==> src/rtl/int_to_fp_pipe.sv <==
// Integer to IEEE-754 single/double converter, 3 register stages (out_valid 3 cycles after accept).
// Whole pipe stalls when out_valid & !out_ready; in_ready = !out_valid | out_ready.
module int_to_fp_pipe #(
  parameter int XLEN  = 64,
  parameter int TAG_W = 5
) (
  input  logic             clk,
  input  logic             rst,
  input  logic             in_valid,
  output logic             in_ready,
  input  logic [XLEN-1:0]  in_data,
  input  logic             in_long,
  input  logic             in_unsigned,
  input  logic             in_dp,
  input  logic [2:0]       in_rm,
  input  logic [TAG_W-1:0] in_tag,
  output logic             out_valid,
  input  logic             out_ready,
  output logic [63:0]      out_result,
  output logic             out_nx,
  output logic             out_nv,
  output logic [TAG_W-1:0] out_tag
);

  localparam logic [2:0] RM_RNE = 3'b000;
  localparam logic [2:0] RM_RTZ = 3'b001;
  localparam logic [2:0] RM_RDN = 3'b010;
  localparam logic [2:0] RM_RUP = 3'b011;
  localparam logic [2:0] RM_RMM = 3'b100;

  logic advance;
  assign advance  = !out_valid | out_ready;
  assign in_ready = advance | rst;

  // S1: sign/magnitude of the (possibly extended) operand
  logic [63:0] data64, ext, mag_d;
  logic        neg_d;

  always_comb begin
    data64 = 64'(in_data);
    if ((XLEN == 64) && in_long)
      ext = data64;
    else if (in_unsigned)
      ext = {32'd0, data64[31:0]};
    else
      ext = {{32{data64[31]}}, data64[31:0]};
    neg_d = !in_unsigned && ext[63];
    mag_d = neg_d ? (~ext + 64'd1) : ext;
  end

  logic             s1_vld, s1_sign, s1_dp;
  logic [63:0]      s1_mag;
  logic [2:0]       s1_rm;
  logic [TAG_W-1:0] s1_tag;

  always_ff @(posedge clk) begin
    if (rst) begin
      s1_vld <= 1'b0;
    end else if (advance) begin
      s1_vld  <= in_valid;
      s1_sign <= neg_d;
      s1_mag  <= mag_d;
      s1_dp   <= in_dp;
      s1_rm   <= in_rm;
      s1_tag  <= in_tag;
    end
  end

  // S2: MSB position and left normalisation so the hidden 1 lands in bit 63
  logic [5:0]  msb_d;
  logic [63:0] norm_d;

  always_comb begin
    msb_d = '0;
    for (int i = 0; i < 64; i++)
      if (s1_mag[i]) msb_d = 6'(i);
    norm_d = s1_mag << (6'd63 - msb_d);
  end

  logic             s2_vld, s2_sign, s2_zero, s2_dp;
  logic [63:0]      s2_norm;
  logic [5:0]       s2_msb;
  logic [2:0]       s2_rm;
  logic [TAG_W-1:0] s2_tag;

  always_ff @(posedge clk) begin
    if (rst) begin
      s2_vld <= 1'b0;
    end else if (advance) begin
      s2_vld  <= s1_vld;
      s2_sign <= s1_sign;
      s2_zero <= ~|s1_mag;
      s2_norm <= norm_d;
      s2_msb  <= msb_d;
      s2_dp   <= s1_dp;
      s2_rm   <= s1_rm;
      s2_tag  <= s1_tag;
    end
  end

  // S3: round and pack
  logic        g, r, st, l, inc, carry, nv_d, nx_d;
  logic [2:0]  rm_eff;
  logic [51:0] frac;
  logic [52:0] frac_sum;
  logic [10:0] exp_w;
  logic [63:0] res_d;

  always_comb begin
    nv_d   = s2_rm > RM_RMM;
    rm_eff = nv_d ? RM_RNE : s2_rm;
    if (s2_dp) begin
      l    = s2_norm[11];
      g    = s2_norm[10];
      r    = s2_norm[9];
      st   = |s2_norm[8:0];
      frac = s2_norm[62:11];
    end else begin
      l    = s2_norm[40];
      g    = s2_norm[39];
      r    = s2_norm[38];
      st   = |s2_norm[37:0];
      frac = {29'd0, s2_norm[62:40]};
    end
    case (rm_eff)
      RM_RNE:  inc = g & (l | r | st);
      RM_RTZ:  inc = 1'b0;
      RM_RDN:  inc = s2_sign & (g | r | st);
      RM_RUP:  inc = !s2_sign & (g | r | st);
      RM_RMM:  inc = g;
      default: inc = 1'b0;
    endcase
    frac_sum = {1'b0, frac} + 53'(inc);
    // on a carry the fraction bits have already wrapped to zero
    carry    = s2_dp ? frac_sum[52] : frac_sum[23];
    exp_w    = (s2_dp ? 11'd1023 : 11'd127) + 11'(s2_msb) + 11'(carry);
    nx_d     = g | r | st;
    if (s2_zero) begin
      res_d = s2_dp ? 64'd0 : 64'hFFFF_FFFF_0000_0000;
      nx_d  = 1'b0;
    end else if (s2_dp) begin
      res_d = {s2_sign, exp_w, frac_sum[51:0]};
    end else begin
      res_d = {32'hFFFF_FFFF, s2_sign, exp_w[7:0], frac_sum[22:0]};
    end
  end

  always_ff @(posedge clk) begin
    if (rst) begin
      out_valid  <= 1'b0;
      out_result <= '0;
      out_nx     <= 1'b0;
      out_nv     <= 1'b0;
      out_tag    <= '0;
    end else if (advance) begin
      out_valid <= s2_vld;
      if (s2_vld) begin
        out_result <= res_d;
        out_nx     <= nx_d;
        out_nv     <= nv_d;
        out_tag    <= s2_tag;
      end
    end
  end

endmodule

==> config.mk <==
export PLATFORM = sky130hd
export DESIGN_NAME = int_to_fp_pipe
export DESIGN_NICKNAME = d
export VERILOG_FILES = /design/src/rtl/int_to_fp_pipe.sv
export SDC_FILE = /design/constraint.sdc
export NUM_CORES = 1
export LEC_CHECK = 0
export CAP_MARGIN = 20
export CORE_MARGIN = 2
export CORE_UTILIZATION = 25
export CTS_CLUSTER_DIAMETER = 40
export DETAILED_ROUTE_END_ITERATION = 6
export GPL_ROUTABILITY_DRIVEN = 0
export GPL_TIMING_DRIVEN = 0
export PLACE_DENSITY = 0.44
export RECOVER_POWER = 25
export SLEW_MARGIN = 20
export SYNTH_ARGS = -nofsm -noshare
export SYNTH_HDL_FRONTEND = slang
export SYNTH_SLANG_ARGS = --single-unit
==> constraint.sdc <==
create_clock -name clk -period 22.9 [get_ports clk]
set_input_delay 3.435 -clock clk [delete_from_list [all_inputs] [get_ports clk]]
set_output_delay 3.435 -clock clk [all_outputs]
set_load 0.03 [all_outputs]
==> flow_metrics.env <==
export IMPL_fin_crit_ns=8.60
export IMPL_syn_nets=1869
export IMPL_io_pins=152
export IMPL_post_cts_buffers=0
export IMPL_power_mw=1.53
export IMPL_max_cap_violations=1
export IMPL_period_share=0.376
export IMPL_nFillCells=6501
export IMPL_clk_latency_ns=0.58
export IMPL_yosysTopAreaCell="edfxtp_1"
export IMPL_ys_seq_area_frac=0.391
export IMPL_postRouteWirelength_mm=61.2
export IMPL_timing_hold_violations_final=0
export IMPL_crit_path_end="in_ready"
export IMPL_yosys_register_bits=228
export IMPL_synth_common_cells="nor2_1 (244), mux2i_1 (173), nand2_1 (163)"
export IMPL_die_w_um=254
export IMPL_ir_worst_vdd_uv=40.9
export IMPL_ys_warn_count=0
export IMPL_grt_pass1_vias=14900
export IMPL_ff2ff_path_depth=25
export IMPL_avgSynthCellArea_um2=8.75
export IMPL_worstPathRequired_ns=19.47
export IMPL_critPathLaunchType="input pin"
export IMPL_layout_nets=2066
export IMPL_highest_layer="met5"
export IMPL_fin_skew_ns=0.0340
export IMPL_drive_above_1_share=0.0606
export IMPL_first_iter_violations=1389
export IMPL_met1_length_mm=26.0
export IMPL_grt_pass1_wl_mm=93.0
export IMPL_finish_utilization=0.318
export IMPL_dp_hpwl_mm=48.6
export IMPL_end_kind="output pin"
export IMPL_worstSetupPathType="input pin to output pin"
export IMPL_worst_pin_slew_ns=1.86
export IMPL_drc=0
export IMPL_routed_via_density=5.30
export IMPL_synth_ff_type="edfxtp_1"
export IMPL_report_final_slew_viol_count=10
export IMPL_drt_first_pass_iters=6
export IMPL_synth_top_cell_area_share=0.296
export IMPL_grt_max_degree=30
export IMPL_area_delta_synth_final_pct=25.5
export IMPL_routed_wl_met3_mm=3.62
export IMPL_wl_met2_mm=28.9
export IMPL_setup_violations=0
export IMPL_overflow=0
export IMPL_max_freq_ghz=0.116
export IMPL_worstPathMaxFanout=8
export IMPL_start_util=0.253
export IMPL_clockRootBuffer="clkbuf_16"
export IMPL_vias=15100
export IMPL_tns_ns=0
export IMPL_status="finished, violations left"
export IMPL_multi_input_area_um2=8910
export IMPL_die_area_um2=64500
export IMPL_syn_area_um2=15600
export IMPL_wl_per_cell_um=21.5
export IMPL_htreeDepth=2
export IMPL_synth_cell_types=81
export IMPL_coreArea_um2=61700
export IMPL_io_buffers=148
export IMPL_fp_dieH_um=254
export IMPL_rrSetupSlack_ns=15.83
export IMPL_antenna_found_initial=1
export IMPL_r2r_start="s2_dp$_DFFE_PP_"
export IMPL_cts_tree="done"
export IMPL_cts_resized=0
export IMPL_register_area_um2=6110
export IMPL_syn_inst=1785
export IMPL_synth_most_common_cell="nor2_1"
export IMPL_tritoncts_num_buffers=40
export IMPL_synthArstFlopShare=0
export IMPL_synth_edf_count=154
export IMPL_yosys_top_cells_area="edfxtp_1 (30%), mux2i_1 (11%), dfxtp_1 (9.5%)"
export IMPL_hold_buffers=0
export IMPL_path_clk_slew_ns=0.06
export IMPL_grt_use_total=0.187
export IMPL_clock_sinks=228
export IMPL_cp_startpoint="out_ready"
export IMPL_fp_row_count=91
export IMPL_clockBufferDepth=3
export IMPL_violations="max-capacitance violations, max-slew violations"
export IMPL_reg2reg_to="out_result[27]$_SDFFE_PP0P_"
export IMPL_worstPathArrival_ns=5.17
export IMPL_hold_class="flip-flop to flip-flop"
export IMPL_p_leak_nw=6.99
export IMPL_ant_nets=0
export IMPL_p_per_area_nw_per_um2=78.0
export IMPL_relSlewSlack=-0.247
export IMPL_rsz0062_at_grt="false"
where the power goes:
group          internal, mW  leakage [nW]  switching [mW]
sequential            0.491          2.11          0.0416
combinational         0.139          4.21           0.250
clock                 0.376         0.664           0.230
sequential cells by signal, summed over array words and instances (netlist names):
name and cells:
s1_vld 1, s2_msb 6, s2_vld 1, s1_mag 64, out_nx 1, s2_norm 63, s2_dp 1, s2_sign 1
s2_rm 3, out_result 64, out_valid 1, out_nv 1, s1_tag 5, s1_sign 1, s1_dp 1, out_tag 5
s2_tag 5, s2_zero 1, s1_rm 3
layout by cell type, fill, tap and decap left out, types with 13 or more instances in the layout:
master / synthesis / final
clkdlybuf4s50_1: 0 / 134
mux2i_1: 173 / 173
o31ai_1: 15 / 15
inv_1: 28 / 28
a221oi_1: 13 / 13
dlygate4sd3_1: 0 / 14
xor2_1: 53 / 53
mux2_2: 18 / 17
a21oi_1: 140 / 140
clkbuf_1: 74 / 85
nor3_1: 59 / 59
nand3_1: 38 / 38
xnor2_1: 40 / 40
nor2_1: 244 / 244
clkbuf_16: 0 / 40
dfxtp_1: 74 / 74
or3_1: 23 / 23
o22ai_1: 24 / 24
a211oi_1: 17 / 17
nor4_1: 29 / 29
nand2_1: 163 / 163
edfxtp_1: 154 / 154
o21ai_0: 80 / 83
a22oi_1: 30 / 30
nor2b_1: 14 / 14
buf_2: 17 / 15
nand2b_1: 20 / 20
per-stage QoR:
| stage | hold WS (ns) | cells | worst slack, ns | cell area, um^2 |
|---|---|---|---|---|
| floorplan | 0.400 | 1785 | 11.66 | 15600 |
| global placement | 0.403 | 2770 | 8.17 | 18100 |
| detailed placement | 0.406 | 2777 | 14.39 | 18300 |
| CTS | 0.421 | 2850 | 14.38 | 19700 |
| global route | 0.415 | 2850 | 14.22 | 19600 |
| finish | 0.418 | 2851 | 14.30 | 19600 |
worst max-delay path, stage by stage:
cell and delay (ns):
dlygate4sd3_1 0.53, nand2b_1 0.13, clkbuf_1 0.18, or2_2 0.30
clkdlybuf4s50_1 0.59
layer usage:
| metal | track usage | vias to the layer above |
|---|---|---|
| met1 | 0.232 | 7241 |
| met5 | 0 | - |
| met3 | 0.0324 | 162 |
| met2 | 0.317 | 648 |
| met4 | 0.0845 | 2 |
| li1 | - | 7061 |
how the worst min path moves through the flow:
stage | slack (ns) | from | endpoint | depth (start not counted)
2_1_floorplan | 0.40 | s1_dp$_DFFE_PP_ | s2_dp$_DFFE_PP_ | 0
3_3_place_gp | 0.40 | s1_tag[3]$_DFFE_PP_ | s2_tag[3]$_DFFE_PP_ | 0
3_5_place_dp | 0.41 | s1_tag[3]$_DFFE_PP_ | s2_tag[3]$_DFFE_PP_ | 0
4_1_cts | 0.42 | s1_tag[2]$_DFFE_PP_ | s2_tag[2]$_DFFE_PP_ | 0
5_1_grt | 0.41 | s1_tag[1]$_DFFE_PP_ | s2_tag[1]$_DFFE_PP_ | 0
6_report | 0.42 | s1_tag[2]$_DFFE_PP_ | s2_tag[2]$_DFFE_PP_ | 0
cell type report:
| cell class | instances | area share |
|---|---|---|
| Antenna cell | 1 | 0.000128 |
| Multi-Input combinational cell | 1417 | 0.455 |
| Clock buffer | 43 | 0.0517 |
| Inverter | 34 | 0.00658 |
| Timing Repair Buffer | 155 | 0.0817 |
| Sequential cell | 228 | 0.312 |
| Buffer | 106 | 0.0215 |
| Clock inverter | 30 | 0.0186 |
| Tap cell | 837 | 0.0534 |
kinds of logic (layout without fill, tap and decap cells):
| kind of cell | Yosys count | after routing | synth area share |
|---|---|---|---|
| flops | 228 | 228 | 0.391 |
| xor+xnor | 93 | 93 | 0.0522 |
| buf+inv | 140 | 368 | 0.0366 |
| compound gates | 463 | 463 | 0.194 |
| other cells | 0 | 1 | 0 |
| fa+ha+maj | 5 | 5 | 0.00401 |
| simple gates | 661 | 661 | 0.195 |
| mux | 195 | 195 | 0.127 |
Note: power is estimated with default switching activity, not from simulation.
